[src/rtl/adc045_sched.sv]
// Acquisition scheduler above the adc045 SPI front-end: periodic/software requests, sync generation, result capture.
// Optional per-channel 4-sample averaging is compiled in with `define ADC_SCHED_AVG_EN.
module adc045_sched #(
   parameter int PER_W       = 24,
   parameter int SYNC_HOLD   = 4,
   parameter int TIMEOUT_CYC = 1200000
) (
   input  logic             clk,
   input  logic             rst_l,
   input  logic             enable,
   input  logic [1:0]       mode,
   input  logic [13:0]      cfg,
   input  logic [PER_W-1:0] period,
   input  logic             sw_req,
   input  logic             err_clr,
   output logic             adc_sync,
   output logic [1:0]       adc_chsel,
   output logic [13:0]      adc_wreg,
   input  logic [23:0]      adc_data,
   input  logic             adc_channel,
   input  logic             adc_rd_en,
   output logic [23:0]      ch1_data,
   output logic [23:0]      ch2_data,
   output logic             data_valid,
   output logic             sched_busy,
   output logic             timeout_err,
   output logic [7:0]       overrun_cnt
);
   typedef enum logic [1:0] {IDLE, SYNC, WAIT_DATA, DONE} state_t;

   localparam int SC_W = $clog2(SYNC_HOLD + 1);
   localparam int TO_W = $clog2(TIMEOUT_CYC + 1);

   state_t           state;
   logic [PER_W-1:0] per_cnt;
   logic             enable_d;
   logic             tick_pend;
   logic             sw_pend;
   logic [SC_W-1:0]  sync_cnt;
   logic [TO_W-1:0]  to_cnt;
   logic [1:0]       word_cnt;
   logic             tick;
   logic             serve_tick;
   logic             serve_sw;
   logic [1:0]       need;
   logic             last_word;
   logic             dv_ok;

   assign tick       = enable && (period != '0) && (per_cnt == period - PER_W'(1));
   assign serve_tick = (state == IDLE) && enable && tick_pend;
   assign serve_sw   = (state == IDLE) && enable && !tick_pend && sw_pend;
   assign need       = (adc_chsel == 2'd1 || adc_chsel == 2'd2) ? 2'd1 : 2'd2;
   assign last_word  = adc_rd_en && (word_cnt + 2'd1 == need);
   assign sched_busy = (state != IDLE);

`ifdef ADC_SCHED_AVG_EN
   logic [25:0] acc_reg [2];
   logic [1:0]  scnt_reg [2];
   logic [1:0]  upd_reg;
   logic [1:0]  exp_mask;
   logic [1:0]  cur_upd;
   logic [25:0] sum;

   assign sum      = acc_reg[adc_channel] + {2'b00, adc_data};
   assign exp_mask = (adc_chsel == 2'd1) ? 2'b01 : (adc_chsel == 2'd2) ? 2'b10 : 2'b11;
   assign cur_upd  = (scnt_reg[adc_channel] == 2'd3) ? (adc_channel ? 2'b10 : 2'b01) : 2'b00;
   // Only report completion once every channel of this mode produced a fresh average
   assign dv_ok    = (((upd_reg | cur_upd) & exp_mask) == exp_mask);
`else
   assign dv_ok    = 1'b1;
`endif

   always_ff @(posedge clk or negedge rst_l) begin
      if (!rst_l) begin
         state       <= IDLE;
         per_cnt     <= '0;
         enable_d    <= 1'b0;
         tick_pend   <= 1'b0;
         sw_pend     <= 1'b0;
         sync_cnt    <= '0;
         to_cnt      <= '0;
         word_cnt    <= 2'd0;
         adc_sync    <= 1'b0;
         adc_chsel   <= 2'd0;
         adc_wreg    <= 14'd0;
         ch1_data    <= 24'd0;
         ch2_data    <= 24'd0;
         data_valid  <= 1'b0;
         timeout_err <= 1'b0;
         overrun_cnt <= 8'd0;
`ifdef ADC_SCHED_AVG_EN
         acc_reg[0]  <= '0;
         acc_reg[1]  <= '0;
         scnt_reg[0] <= '0;
         scnt_reg[1] <= '0;
         upd_reg     <= '0;
`endif
      end else begin
         enable_d   <= enable;
         data_valid <= 1'b0;
         // adc045 only re-reads channel selection cleanly from a fresh enable
         if (enable && !enable_d) begin
            adc_chsel <= mode;
            adc_wreg  <= cfg;
`ifdef ADC_SCHED_AVG_EN
            acc_reg[0]  <= '0;
            acc_reg[1]  <= '0;
            scnt_reg[0] <= '0;
            scnt_reg[1] <= '0;
`endif
         end

         if (!enable || period == '0 || tick) per_cnt <= '0;
         else                                 per_cnt <= per_cnt + PER_W'(1);

         if (err_clr) timeout_err <= 1'b0;

         case (state)
            IDLE: begin
               if (serve_tick || serve_sw) begin
                  state    <= SYNC;
                  adc_sync <= 1'b1;
                  sync_cnt <= '0;
`ifdef ADC_SCHED_AVG_EN
                  upd_reg  <= '0;
`endif
               end
            end
            SYNC: begin
               if (sync_cnt == SC_W'(SYNC_HOLD - 1)) begin
                  adc_sync <= 1'b0;
                  state    <= WAIT_DATA;
                  word_cnt <= 2'd0;
                  to_cnt   <= '0;
               end else begin
                  sync_cnt <= sync_cnt + SC_W'(1);
               end
            end
            WAIT_DATA: begin
               to_cnt <= to_cnt + TO_W'(1);
               if (adc_rd_en) begin
                  word_cnt <= word_cnt + 2'd1;
`ifdef ADC_SCHED_AVG_EN
                  if (scnt_reg[adc_channel] == 2'd3) begin
                     if (adc_channel) ch2_data <= sum[25:2];
                     else             ch1_data <= sum[25:2];
                     acc_reg[adc_channel]  <= '0;
                     scnt_reg[adc_channel] <= 2'd0;
                     upd_reg <= upd_reg | cur_upd;
                  end else begin
                     acc_reg[adc_channel]  <= sum;
                     scnt_reg[adc_channel] <= scnt_reg[adc_channel] + 2'd1;
                  end
`else
                  if (adc_channel) ch2_data <= adc_data;
                  else             ch1_data <= adc_data;
`endif
               end
               if (last_word) begin
                  state      <= DONE;
                  data_valid <= dv_ok;
               end else if (to_cnt == TO_W'(TIMEOUT_CYC - 1)) begin
                  timeout_err <= 1'b1;
                  state       <= IDLE;
               end
            end
            DONE:    state <= IDLE;
            default: state <= IDLE;
         endcase

         if (!enable) begin
            tick_pend <= 1'b0;
            sw_pend   <= 1'b0;
         end else begin
            // A tick that cannot be queued is dropped and counted
            if (serve_tick)
               tick_pend <= 1'b0;
            else if (tick && state == IDLE && !tick_pend)
               tick_pend <= 1'b1;
            if (tick && (tick_pend || state != IDLE) && overrun_cnt != 8'hFF)
               overrun_cnt <= overrun_cnt + 8'd1;
            if (sw_req)        sw_pend <= 1'b1;
            else if (serve_sw) sw_pend <= 1'b0;
         end
      end
   end
endmodule

[config.mk]
export PLATFORM = sky130hd
export DESIGN_NAME = adc045_sched
export DESIGN_NICKNAME = d
export VERILOG_FILES = /design/src/rtl/adc045_sched.sv
export SDC_FILE = /design/constraint.sdc
export NUM_CORES = 1
export LEC_CHECK = 0
export BUFFER_PORTS_ARGS = -buffer_cell sky130_fd_sc_hd__buf_2
export CORE_AREA = 3 3 129 100
export CTS_BUF_LIST = sky130_fd_sc_hd__clkbuf_4 sky130_fd_sc_hd__clkbuf_8
export DETAILED_ROUTE_END_ITERATION = 16
export DIE_AREA = 0 0 132 103
export PLACE_DENSITY_LB_ADDON = 0.1
export SYNTH_ARGS = -nofsm -noshare
export SYNTH_HDL_FRONTEND = slang
export SYNTH_SLANG_ARGS = --single-unit
[constraint.sdc]
create_clock -name clk -period 4.5 [get_ports clk]
set_input_delay 0.9 -clock clk [delete_from_list [all_inputs] [get_ports clk]]
set_output_delay 0.9 -clock clk [all_outputs]
set_load 0.01 [all_outputs]
==> results.txt <==
H-tree lvl count: 4
Vias per Instance: 5.529
Mapped Nets: 673
1st-iter DRT viols: 289
Tmin final: 3328 ps
Slew @ Worst Pin: 1002 ps
Die H: 103 um
CTS tree: built
critical path's top delay family: simple AND/OR/NAND/NOR gates
Hold Crit Class: flip-flop to flip-flop
area fraction in compound gates after synthesis: 6.979%
port bufs: 146
R2R cell count: 9
initial antenna violation count: 1
accumulated negative setup slack: 0 ps
Nets: 823
arrival time worst endpoint: 3630 ps
Initial Util: 55.11%
vias in the first global route: 4,991
router iterations before antenna repair: 4
Routed Antenna Nets: 0
Net Sw Power: 1.203 mW
dpl hpwl: 11.51 mm
critical path capture point type: flip-flop
maxcap violations: 0
post-synthesis cell type count: 56
total die area: 13,600 sq um
Residual DRC: 0
cell internal pwr: 2.392 mW
Worst VDD drop: 0.3194 mV
Worst-Skew Late Latency: 430 ps
Critical Path Most Common Cell: mux2i_1
Post-CTS Setup Inserts: 0
gr usage total: 23.02%
reg-to-reg slack, setup: 1820 ps
final weighted congestion in routability-driven placement: 0.9261
total gr overflow: 0
Clock power frac: 29.6%
largest family of logic cells by synthesized area: simple AND/OR/NAND/NOR gates
mux share of post-synthesis cell area: 12.22%
Pleak: 3.747 nW
status: finished clean
Hold Path Origin: adc_sync
worst path buffer plus inverter count: 3
number of buffers created by CTS: 17
core area: 11,610 sq um
commonest register cell after synthesis: dfrtp_1
max incr delay on CP: 430 ps
fillers: 929
Synth Area per Inst: 10.76 sq um
flip-flop and latch area: 3253 sq um
worst hold slack: 478.9 ps
Reg-to-Reg Start: per_cnt[7]
Post-synth ARST share: 100.0%
multi-input logic area: 3007 sq um
RSZ-0062 raised after global routing: no
Worst Hold End: adc_sync
Adder-Cell Fraction of Synth Area: 1.369%
Critical-path top delay cell: or3b_1
Pwr Density: 465.4 nW/um^2
leading cell type in the layout, fill and taps excluded: buf_2
Syn Inst Count: 595
first-pass GRT wire length: 24.96 mm
Worst-path clk slew: 80 ps
layout cells sized above 1: 34.30%
Tcrit/Tclk final: 73.95%
FF+latch count, synth: 130
Yosys warning total: 0
Slew HR: 33.17%
Total Power: 3.595 mW
FMAX: 300.5 MHz
diode count: 0
hold path cells: 2
final hold vios: 0
simple-gate share of the synthesized area: 17.85%
CP startpoint kind: input pin
WL final: 15.30 mm
post-CTS resize count: 0
most frequent cells in the layout: 145 x buf_2, 130 x dfrtp_1, 65 x mux2_2
mapped cell area: 6400 sq um
Synth Area in XOR/XNOR: 8.485%
Area growth syn-to-layout: 20.70%
reg-to-reg endpoint: per_cnt[14]
Die X: 132 um
Slew Limit Fails: 0
largest net degree at the start of global routing: 81
hold buffer count at CTS: 0
via count: 5,087
clock skew: 12.15 ps
Data required, critical path: 4810 ps
critical-path cell list: buf_2 > inv_1 > ha_1 > or3b_1 > nor4_1 > mux2i_1 > mux2i_1 > nor4_2 > and3b_1 > or2_1 > buf_4 > nor2_1
Switching Share: 33.47%
sequential fraction of the synthesis area: 50.83%
Comb pwr share: 26.5%
wire length per cell: 16.63 um
clk buf depth: 2
IO Count: 147
worst-path maximum fanout: 24
Post-synth EDFFs: 0
Rows: 34
Sink Count: 130
final setup vio count: 0
Post-Route Utilization: 66.52%
sequential share of power: 43.9%
clk root buf: clkbuf_8
kind of critical path: input pin to flip-flop
==> worst max-delay path by stage <==
stage / slack, ps / endpoint / cells after the start / from
after CTS: 1190 / per_cnt[20] / 12 / period[0]
after detailed placement: 710 / per_cnt[20] / 12 / period[0]
after global routing: 960 / per_cnt[5] / 12 / period[0]
final: 1170 / per_cnt[14] / 12 / period[0]
after global placement: 810 / per_cnt[18] / 12 / period[0]
after floorplan: 1190 / per_cnt[16] / 12 / period[0]
==> cell usage after synthesis, types with 10 or more instances <==
| library cell | n | area share, % |
|---|---|---|
| o21ai_0 | 40 | 3.1 |
| mux2_2 | 65 | 11 |
| and3_1 | 13 | 1.3 |
| a21oi_1 | 12 | 0.94 |
| nor2_1 | 50 | 2.9 |
| inv_1 | 10 | 0.59 |
| nand3_1 | 37 | 2.9 |
| xor2_1 | 37 | 5.1 |
| clkbuf_1 | 17 | 1.0 |
| nor3_1 | 16 | 1.3 |
| nand2_1 | 43 | 2.5 |
| dfrtp_1 | 130 | 51 |
| xnor2_1 | 25 | 3.4 |
==> layout make-up <==
type / count / share of cell area (%)
well taps: 162 / 2.624
flip-flops and latches: 130 / 42.11
clock inverters: 15 / 2.494
repair buffers: 153 / 10.33
multi-input cells: 433 / 38.92
clock buffers: 17 / 3.029
inverters: 10 / 0.4859
==> stage by stage <==
stage,instances,area [sq um],setup WS [ps]
floorplan,595,6400,1194
detailed placement,888,7298,710.4
CTS,920,7725,1190
global route,920,7725,964.1
finish,920,7725,1172
global placement,888,7298,806.6
==> flip-flops by register name, summed over array words and instances (netlist names) <==
| register | count |
|---|---|
| timeout_err | 1 |
| adc_chsel | 2 |
| per_cnt | 24 |
| enable_d | 1 |
| sw_pend | 1 |
| word_cnt | 2 |
| ch2_data | 24 |
| tick_pend | 1 |
| data_valid | 1 |
| sync_cnt | 3 |
| overrun_cnt | 8 |
| to_cnt | 21 |
| adc_sync | 1 |
| state | 2 |
| ch1_data | 24 |
| adc_wreg | 14 |
==> cell families after synthesis <==
kind of cell             count (synthesis)
AND/OR/NAND/NOR                        218
buffers and inverters                   32
flip-flops                             130
AO/OA/AOI/OAI                           76
XOR/XNOR                                62
adder cells (fa/ha/maj)                  7
multiplexers                            70
==> power by group through the flow <==
| stage | combinational [mW] | clock (mW) | sequential (mW) |
|---|---|---|---|
| floorplan | 0.448 | 0 | 1.67 |
| finish | 0.954 | 1.06 | 1.58 |
| global placement | 0.932 | 0 | 1.58 |
| CTS | 0.963 | 1.09 | 1.58 |
| global route | 1.05 | 1.14 | 1.61 |
| detailed placement | 0.961 | 0 | 1.60 |
==> worst reg2reg max path: stages (launching register included) <==
cell	delay, ps
dfrtp_1	450
xor2_1	210
o21ai_0	230
nor4b_1	320
o211ai_1	210
nor4_2	410
and3b_1	250
or2_1	110
buf_4	270
nor2_1	90
==> layer usage <==
| layer | part of all wire, % | GRT usage [%] | routed length, um |
|---|---|---|---|
| met1 | 45 | 30.50 | 6913 |
| met2 | 46 | 36.68 | 7038 |
| met3 | 7.9 | 7.902 | 1211 |
| met5 | 0.085 | 0 | 13 |
| met4 | 0.81 | 6.295 | 124 |
Power figures use the tool's default switching activity.
